File: src/rtl/mux_arb_pkg.sv
// Shared definitions for the mux select arbiter: requester count, index width,
// arbiter state type and a one-hot helper.
package mux_arb_pkg;

   localparam int NUM_REQ = 4;
   localparam int IDX_W   = 2;

   typedef enum logic [1:0] {
      IDLE = 2'd0,
      OWN  = 2'd1,
      GAP  = 2'd2
   } arb_state_t;

   function automatic logic [NUM_REQ-1:0] idx_to_onehot(input logic [IDX_W-1:0] idx);
      logic [NUM_REQ-1:0] oh;
      oh      = '0;
      oh[idx] = 1'b1;
      return oh;
   endfunction

endpackage

File: src/rtl/mux_select_arbiter_rr_pick.sv
// Combinational round-robin pick: first asserted request searching upward from
// ptr with wrap-around.
module rr_pick
   import mux_arb_pkg::*;
(
   input  logic [NUM_REQ-1:0] req,
   input  logic [IDX_W-1:0]   ptr,
   output logic               valid,
   output logic [IDX_W-1:0]   idx
);

   logic [IDX_W-1:0] cand;

   // Walk from the farthest offset back to ptr so the nearest hit is written last.
   always_comb begin
      valid = 1'b0;
      idx   = ptr;
      cand  = '0;
      for (int i = NUM_REQ - 1; i >= 0; i--) begin
         cand = ptr + IDX_W'(i);
         if (req[cand]) begin
            valid = 1'b1;
            idx   = cand;
         end
      end
   end

endmodule

File: src/rtl/mux_select_arbiter.sv
// Round-robin owner arbiter driving a 4:1 selector's S lines, with one dead cycle
// between owners. Optional hold limit enabled by macro ARB_TIMEOUT_EN.
//
// state | meaning
// IDLE  | no owner, arbitrating every cycle
// OWN   | grant held for owner sel while its request stays high
// GAP   | one dead cycle after release, arbitrating for the next owner
module mux_select_arbiter
   import mux_arb_pkg::*;
#(
   parameter int MAX_HOLD = 15,
   parameter int CNT_W    = 8
)
(
   input  logic                clk,
   input  logic                rst_n,
   input  logic [NUM_REQ-1:0]  req,
   output logic [NUM_REQ-1:0]  grant,
   output logic [IDX_W-1:0]    sel,
   output logic                busy,
   output logic                timeout
);

   if (MAX_HOLD < 1 || MAX_HOLD > 255 || MAX_HOLD >= (1 << CNT_W)) begin : g_bad_max_hold
      $error("mux_select_arbiter: MAX_HOLD out of range for CNT_W");
   end

   arb_state_t          state_q, state_d;
   logic [NUM_REQ-1:0]  grant_q, grant_d;
   logic [IDX_W-1:0]    sel_q, sel_d;
   logic [IDX_W-1:0]    ptr_q, ptr_d;
   logic [IDX_W-1:0]    pick_idx;
   logic                pick_valid;
   logic                owner_req;

`ifdef ARB_TIMEOUT_EN
   logic [CNT_W-1:0]    hold_cnt_q, hold_cnt_d;
   logic                timeout_q, timeout_d;
   logic                hold_at_limit;

   // Counter holds completed OWN cycles, so the limit cycle is the MAX_HOLD-th.
   assign hold_at_limit = (hold_cnt_q == CNT_W'(MAX_HOLD - 1));
`endif

   rr_pick u_rr_pick (
      .req   (req),
      .ptr   (ptr_q),
      .valid (pick_valid),
      .idx   (pick_idx)
   );

   assign owner_req = req[sel_q];

   always_comb begin
      state_d = state_q;
      grant_d = grant_q;
      sel_d   = sel_q;
      ptr_d   = ptr_q;
`ifdef ARB_TIMEOUT_EN
      hold_cnt_d = hold_cnt_q;
      timeout_d  = 1'b0;
`endif
      case (state_q)
         IDLE, GAP: begin
            if (pick_valid) begin
               state_d = OWN;
               grant_d = idx_to_onehot(pick_idx);
               sel_d   = pick_idx;
`ifdef ARB_TIMEOUT_EN
               hold_cnt_d = '0;
`endif
            end else begin
               state_d = IDLE;
               grant_d = '0;
            end
         end
         OWN: begin
            if (!owner_req) begin
               state_d = GAP;
               grant_d = '0;
               ptr_d   = sel_q + IDX_W'(1);
            end
`ifdef ARB_TIMEOUT_EN
            else if (hold_at_limit) begin
               state_d   = GAP;
               grant_d   = '0;
               ptr_d     = sel_q + IDX_W'(1);
               timeout_d = 1'b1;
            end else begin
               hold_cnt_d = hold_cnt_q + CNT_W'(1);
            end
`endif
         end
         default: begin
            state_d = IDLE;
            grant_d = '0;
         end
      endcase
   end

   always_ff @(posedge clk) begin
      if (!rst_n) begin
         state_q <= IDLE;
         grant_q <= '0;
         sel_q   <= '0;
         ptr_q   <= '0;
`ifdef ARB_TIMEOUT_EN
         hold_cnt_q <= '0;
         timeout_q  <= 1'b0;
`endif
      end else begin
         state_q <= state_d;
         grant_q <= grant_d;
         sel_q   <= sel_d;
         ptr_q   <= ptr_d;
`ifdef ARB_TIMEOUT_EN
         hold_cnt_q <= hold_cnt_d;
         timeout_q  <= timeout_d;
`endif
      end
   end

   assign grant = grant_q;
   assign sel   = sel_q;
   assign busy  = (state_q == OWN);

`ifdef ARB_TIMEOUT_EN
   assign timeout = timeout_q;
`else
   assign timeout = 1'b0;
`endif

endmodule

File: config.mk
export PLATFORM = sky130hd
export DESIGN_NAME = mux_select_arbiter
export DESIGN_NICKNAME = d
export VERILOG_FILES = /design/src/rtl/mux_arb_pkg.sv /design/src/rtl/mux_select_arbiter_rr_pick.sv /design/src/rtl/mux_select_arbiter.sv
export SDC_FILE = /design/constraint.sdc
export NUM_CORES = 1
export LEC_CHECK = 0
export ABC_AREA = 1
export CAP_MARGIN = 20
export CELL_PAD_IN_SITES_DETAIL_PLACEMENT = 1
export CELL_PAD_IN_SITES_GLOBAL_PLACEMENT = 1
export CORE_MARGIN = 3
export CORE_UTILIZATION = 32
export CTS_CLUSTER_SIZE = 12
export DETAILED_ROUTE_END_ITERATION = 10
export GPL_TIMING_DRIVEN = 0
export PLACE_DENSITY = 0.82
export SYNTH_ARGS = -nofsm -noshare
export SYNTH_HDL_FRONTEND = slang
export SYNTH_SLANG_ARGS = --single-unit
File: constraint.sdc
create_clock -name clk -period 1.8 [get_ports clk]
set_clock_uncertainty 0.1 [all_clocks]
set_input_delay 0.36 -clock clk [delete_from_list [all_inputs] [get_ports clk]]
set_output_delay 0.36 -clock clk [all_outputs]
set_load 0.05 [all_outputs]
== After elaboration in Yosys (flattened, before gate mapping) ==
Index checks and enable logic that the tools add are counted.

* Flip-flop bits (word level): 10
* Input bits: 6
* Word-level logic and storage cells: 50

* Add/subtract/negate cells: 4
* Magnitude comparators: 7
* Equality and inequality tests: 3
* Muxes and demuxes: 26
* Bitwise logic cells: 1
* Reduce and logical (&&, ||, !) cells: 5

{| class="wikitable"
|+ Operators by type and width
! kind !! count
|-
| 2-bit by 3-bit less-than comparator with 1-bit output, second input constant || 6
|-
| 1-bit two-way mux || 11
|-
| 1-bit binary-select mux with 2-bit select || 5
|-
| 2-bit two-way mux || 5
|-
| 4-bit two-way mux || 2
|-
| 4-bit case mux with 2 select lines || 1
|-
| 2-bit by 1-bit adder with 2-bit output, second input constant || 2
|-
| 2-bit adder, second input constant || 2
|-
| 2-bit case mux with 2 select lines || 1
|-
| 2-bit AND reduction || 2
|-
| 1-bit demux with 2-bit select || 1
|-
| 2-bit by 1-bit equality test with 1-bit output, second input constant || 1
|-
| 2-bit equality test, second input constant || 1
|-
| 2-bit by 1-bit greater-or-equal comparator with 1-bit output, second input constant || 1
|-
| 2-bit zero test || 1
|-
| 2-bit != test, second input constant || 1
|-
| 2-bit OR reduction || 1
|-
| 1-bit logical AND || 1
|-
| 1-bit NOT || 1
|}

== Logic depth before layout (Yosys ltp) ==
Gate-level depths: netlist of the first run.

* Depth after elaboration: 13
* Depth in mapped cells: 13
* Depth with buffers taken out: 13

== Cells and area by module ==
Synthesis of the first run repeated with hierarchy kept, for this count alone.

* Cell total of the unflattened synthesis: 120
* Area total of the unflattened synthesis: 721.9 µm²

{| class="wikitable"
|+ By module, submodules not included
! module !! instances !! cells each !! area each (µm²) !! seq. area each (µm²)
|-
| mux_select_arbiter || 1 || 67 || 488.0 || 200.2
|-
| rr_pick || 1 || 53 || 234.0 || 0.0
|}

== Least setup slack after synthesis of the first run ==
No wires, ideal clock.

* Path kind: reg2reg
* From: register sel_q[0], in the netlist sel[0]
* To: register grant_q[0], in the netlist grant[0]
* Setup time: 0.070 ns
* Arrival time: 1.620 ns
* Data required time: 1.630 ns
* Setup slack: 0.010 ns
* Stages on the path, launching flop included: 8
* Buffers on the path: 1
* Clock period less this slack: 1.790 ns
* Cells stage by stage: dfxtp_1 -> clkbuf_2 -> a21oi_1 -> o21ai_0 -> nand2_1 -> nor3_1 -> nand2_1 -> a21oi_1

* Cells in the longest elaborated chain, start to end: 3

{| class="wikitable"
|+ RTL lines
! what !! RTL line !! source
|-
| start: declaration || mux_select_arbiter.sv:30 || <nowiki>logic [IDX_W-1:0] sel_q, sel_d;</nowiki>
|-
| start signal: assignment || mux_select_arbiter.sv:114 || <nowiki>sel_q <= sel_d;</nowiki>
|-
| 1-bit binary-select mux with 2-bit select || mux_select_arbiter.sv:52 || <nowiki>assign owner_req = req[sel_q];</nowiki>
|-
| 1-bit two-way mux (not written as such) || mux_select_arbiter.sv:52 ||
|-
| 2-bit != test (no source line) || - ||
|-
| end signal: assignment || mux_select_arbiter.sv:113 || <nowiki>grant_q <= grant_d;</nowiki>
|-
| end: declaration || mux_select_arbiter.sv:29 || <nowiki>logic [NUM_REQ-1:0] grant_q, grant_d;</nowiki>
|}

Every way passes these cells. The select of a mux whose other input is x is not followed.
A chain may end at the register's enable or synchronous reset.

== Final worst setup path of the first run ==
* From: input req[2]
* To: register sel_q[0], in the netlist sel[0]

* Cells in the longest elaborated chain, start to end: 7
* Elaborated cells on any way between the ends: 17
* Classes of those cells: 16 x mux; 1 x reduce/logical

{| class="wikitable"
|+ RTL lines
! what !! RTL line !! source
|-
| start: declaration || mux_select_arbiter.sv:17 || <nowiki>input logic [NUM_REQ-1:0] req,</nowiki>
|-
| 1-bit binary-select mux with 2-bit select || mux_select_arbiter_rr_pick.sv:21 || <nowiki>if (req[cand]) begin</nowiki>
|-
| 1-bit two-way mux (not written as such) || mux_select_arbiter_rr_pick.sv:21 ||
|-
| 1-bit two-way mux (4 in a row) || mux_select_arbiter_rr_pick.sv:21 ||
|-
| 2-bit AND reduction (no source line) || - ||
|}

Several ways; a longest one is shown, not always the timed one. The select of a mux whose other input is x is not followed.

==> results of run 1 <==
==> critical path, stage by stage <==
cell and delay, ps:
clkdlybuf4s50_1 490, inv_1 70, nand2_2 80, and2_4 150, nand2_2 60, nand2_2 70
inv_1 60, nand2_1 80, nand2_1 60, nand2_2 80, nand2_1 60, o211ai_1 90
inv_1 50
==> logic make-up after synthesis <==
family / count (synthesis)
flip-flops: 10
AND/OR/NAND/NOR: 62
buffers and inverters: 19
AO/OA/AOI/OAI: 16
other: 1
XOR/XNOR: 1
==> state kept, by name, summed over array words and instances (netlist names) <==
register / flops
ptr_q: 2
grant: 4
state_q: 2
sel: 2
==> power by group through the flow <==
stage / combinational [mW] / sequential, mW / clock (mW)
detailed placement: 0.670 / 0.319 / 0
floorplan: 0.382 / 0.429 / 0
global route: 0.751 / 0.327 / 0.226
global placement: 0.652 / 0.315 / 0
finish: 0.678 / 0.320 / 0.204
CTS: 0.648 / 0.314 / 0.208
==> per-layer routing <==
metal  up-vias  global-route usage (%)  wire (um)
met5         -                       0          0
met4         0                    5.38          8
met3         2                    3.50         40
met2         7                    24.9        822
met1       311                    17.3        822
li1        374                       -          -
==> final cells by class <==
| cell class | instances | area share, % |
|---|---|---|
| buffer | 3 | 2.67 |
| tap | 25 | 3.52 |
| multi-input combinational | 80 | 47.0 |
| sequential | 10 | 22.6 |
| inverter | 16 | 6.75 |
| clock buffer | 4 | 4.08 |
| timing repair buffer | 12 | 13.4 |
==> Yosys cell counts (all sizes together) <==
cell | instances | share of area (%)
and2 | 1 | 0.96
dfxtp | 10 | 31
nor3 | 1 | 0.77
nand3 | 10 | 7.7
conb | 1 | 0.58
inv | 16 | 9.2
a21oi | 7 | 5.4
o21ai | 6 | 4.6
o211ai | 3 | 3.5
nor2 | 5 | 3.3
nor4 | 1 | 0.96
nand2 | 44 | 27
xor2 | 1 | 1.3
buf | 2 | 2.9
clkbuf | 1 | 0.77
==> how the worst min path moves through the flow <==
stage               startpoint  endpoint  slack [ps]  cells after the start
floorplan                rst_n  ptr_q[0]         400                      2
global placement      grant[0]  grant[0]         360                      2
detailed placement    grant[1]  grant[1]         360                      2
CTS                   grant[0]  grant[0]         370                      2
global route          grant[1]  grant[1]         390                      2
finish                grant[1]  grant[1]         370                      2
==> what timing repair did <==
action | in CTS | in global routing
hold buffers | 0 | 0
setup endpoints to repair | 7 | 7
gates resized for setup | 9 | 18
pin swaps | 0 | 2
==> metrics.txt, run 1 <==
worst path arrival time=~1800 ps; CP endpoint kind=flip-flop; Synth Area in XOR/XNOR=approximately 1.3%; layout cells sized above 1=25.6%; total global routing overflow=0; Synth Area in Simple Gates=between 40 and 50%; status=finished, final reports clean; DRC Markers=0; worst r2r dst=sel[1]; pwr/cell area=~1400 nW/um^2; area occupied by multi-input gates=~420 sq um; CTS tree=done; worst setup margin=about 110 ps; DIE AREA=around 2600 sq um; Min Hold Slack=between 300 and 400 ps; Clock Latency Late Sink=roughly 260 ps; Pint=0.611 mW; vias per inst=between 4 and 5; # setup viols final=0; syn avg cell area=5.97 sq um; Num CTS Buffers=3; setup_tns=0 ps; Post-Synth Adder-Cell Area=0%; Sw Pwr=between 0.5 and 0.6 mW; Slew Viols, Final=0; Clock power frac=about 17%; leak pwr=approximately 0.47 nW; Area after DPL=802 sq um; largest net degree at the start of global routing=11; Net Sw Frac=between 40 and 50%; area added between synthesis and finish=36.7%; Initial DRT Pass Iterations=3; die width=51.1 um; DRT Wirelength=approximately 1700 um; Hold WC Path Type=flip-flop to flip-flop; synth warn=0; Distinct cells, synth=20; vias in the first global route=700; buffers from clock root to sink, at most=2; Placer Congestion=between 0.7 and 0.8; commonest non-fill, non-tap cell in the layout=nand2_1; mux cell area share after synthesis=0%; Initial Utilization=between 30% and 40%; initial antenna violation count=0; Worst EP required=1860 ps; CP Max Fanout=3; Crit Path Category=primary input to flip-flop; worst setup path end=sel[0]; Final Cell Area=around 900 sq um; Mapped Nets=roughly 120; Fin. Hold Viols=0; H-tree depth=1; Die Y=approximately 50 um; first-pass GRT wire length=around 2900 um; Core Region=~1800 sq um; Ant. Diodes=0; Final period util=roughly 94%; wire per inst=~11 um; Synth Register Bits=10; register area=just over 200 sq um; Layout Cells excl Fill=150; Clk pin slew, worst setup/hold paths=70 ps; Final min period=about 1700 ps; combinational share of power=between 50% and 60%; Critical path origin=req[2]; maximum VDD drop=a little over 0.7 mV; DP Cell Count=~150; fin nets=about 130; Power, Total=between 1 and 1.5 mW; share of power burned in registers=between 20% and 30%; f_max=just under 600 MHz; Seq/Total Area, Yosys=a little under a third; Worst Setup Start Kind=primary input; Vias=slightly below 700; DP Wirelength=1350 um; initial DRC count=11; final core utilization=approximately half; Max-cap violations=0; # fillers=between 200 and 300; final antenna-violating net count=0; GRT Resource Usage Total=between 10% and 20%; most frequent cells in the layout=34 x nand2_1, 11 x inv_1, 10 x nand2_2; Rows=15; r2r setup slk=~150 ps; port bufs=12; cells after synthesis=around 110; largest family of logic cells by synthesized area=simple AND/OR/NAND/NOR gates; Ports=14; Synth Area in Compound Gates=13.5%; worst r2r src=ptr_q[0]; mapped cell area=roughly 650 sq um; pre-CTS WS=-246 ps; post-CTS setup buffers=0; Num Clock Sinks=10; worst r2r path cells=7; clock tree root driver cell=clkbuf_4
(Power assumes the default switching activity.)
==> inputs of run 2 (changes only) <==
Settings changed: CORE_ASPECT_RATIO set to 1.5.
==> metrics.txt, run 2 (synthesis gave the netlist of run 1 again) <==
area added between synthesis and finish=33.3%; worst path arrival time=1250 ps (-500 ps); Max-cap violations=0 (unchanged); Clk pin slew, worst setup/hold paths=60 ps (about the same); # setup viols final=0 (unchanged); fin nets=132 (unchanged); CP endpoint kind=primary output; Hold WC Path Type=flip-flop to flip-flop; met1 Use GR=16.7% (-0.65 points); Die Y=61.2 um (+20%); DRC Markers=0 (unchanged); max reg flops=4 (unchanged); port bufs=12 (unchanged); commonest non-fill, non-tap cell in the layout=nand2_1; Fin. Hold Viols=0 (unchanged); Final min period=1710 ps (+20.8 ps); Worst EP required=1340 ps (-520 ps); vias in the first global route=771 (+10%); vias per inst=5.03 (+8.8%); die width=42.8 um (-16%); Num Clock Sinks=10 (unchanged); Cell Chain, Critical Path=dlygate4sd2_1; Area after DPL=797 sq um (-0.62%); pwr/cell area=1370 nW/um^2 (+1.4%); first-pass GRT wire length=3220 um (+12%); Worst path slowest cell=dlygate4sd2_1; RSZ-0062 raised after global routing=false; Final Cell Area=867 sq um (-2.5%); final antenna-violating net count=0 (unchanged); status=finished, final reports clean; clock tree root driver cell=clkbuf_4; hold buffers post-CTS=0 (unchanged); Num CTS Buffers=3 (unchanged); wire per inst=12.4 um (+9.7%); CP Max Fanout=5 (+2); Max stage delay on crit path=560 ps (+70 ps); Rows=19 (+4); Initial Utilization=34.6% (-1.1 points); GRT Resource Usage Total=16.2% (+1.6 points); Worst Setup Start Kind=flip-flop; WP buf/inv=1 (-3); area occupied by multi-input gates=400 sq um (-4.2%); initial antenna violation count=0 (unchanged); grt met2 use=31.3% (+6.4 points); Vias=735 (+5.9%); critical path's top delay family=buffers and inverters; CTS tree=done; Crit Path Category=flip-flop to primary output; f_max=584 MHz (-1.2%); Clock Latency Late Sink=270 ps (about the same); register area=203 sq um (+0.62%); DIE AREA=2620 sq um (+0.43%); # fillers=252 (-3.1%); Ant. Diodes=0 (unchanged); largest net degree at the start of global routing=11 (unchanged); layout cells sized above 1=23.2% (-2.4 points); DP Wirelength=1440 um (+6.3%); Core Region=1880 sq um (+3.2%); Slew Viols, Final=0 (unchanged); most frequent cells in the layout=38 x nand2_1, 11 x inv_1, 8 x nand3_1, 8 x dfxtp_1, 7 x a21oi_1; Initial DRT Pass Iterations=4 (+1); maximum VDD drop=0.594 mV (-18%); buffers from clock root to sink, at most=2 (unchanged); total global routing overflow=0 (unchanged); post-CTS setup buffers=0 (unchanged); Final period util=95.1% (+1.2 points); DRT Wirelength=1810 um (+6.7%); setup_tns=0 ps (unchanged); GR Layer Usage met3=1.17% (-2.3 points); initial DRC count=9 (-2); leak pwr=0.485 nW (+3.4%); Placer Congestion=0.836 (+12%); H-tree depth=1 (unchanged); Ports=14 (unchanged); busiest grt layer=met2
-- run 2: cell count changes in the layout (fill, tap and decap cells not counted), sizes merged --
cell,delta
clkdlybuf4s15,-1
dlymetal6s2s,+2
clkdlybuf4s50,-2
clkbuf,+1
-- run 2: final timing paths --
| path | start | endpoint | slack (ps) | depth (start not counted) |
|---|---|---|---|---|
| setup / recovery | sel[1] | sel[1] | 90 | 1 |
| hold / removal | grant[1] | grant[1] | 360 | 2 |
| setup reg to reg | ptr_q[0] | sel[0] | 180 | 12 |
| hold reg to reg | grant[1] | grant[1] | 360 | 2 |
-- run 2: repair_timing --
action | CTS | global route
pin swaps | 0 | 0
gates resized for setup | 12 | 13
endpoints found under the hold margin | 0 | 0
endpoints found under the setup margin | 12 | 7
-- run 2: metal layers --
layer  up-vias  part of all wire [%]
li1        373                     -
met1       348                    40
met2         9                    56
met3         5                   1.7
met4         0                   2.4
met5         -                     0
-- run 2: cell type report --
class	count	share of cell area [%]
plain buffers	3	2.74
flip-flops and latches	10	23.4
multi-input cells	80	46.2
clock buffers	4	4.18
repair buffers	12	13.6
inverters	16	6.93
well taps	21	3.03
-- run 2: stage by stage --
stage	power [mW]	setup slack [ps]	utilization, %	cells	hold WS (ps)
after global routing	1.30	13.7	46.2	146	384
after floorplan	0.811	9.93	-	109	398
after CTS	1.19	-5.49	44.9	146	369
final	1.19	87.8	46.2	146	364
after detailed placement	0.992	-298	42.4	142	364
after global placement	0.970	-245	42.4	142	358
-- run 2: power breakdown --
part | internal (mW) | switching (mW)
logic | 0.206 | 0.464
clock network | 0.123 | 0.0777
registers | 0.275 | 0.0422
==> inputs of run 3 (changes only) <==
Settings changed: CTS_CLUSTER_DIAMETER set to 120, TNS_END_PERCENT set to 1.
==> results of run 3 <==
Final layout, timing and power as in run 2 (identical DEF).
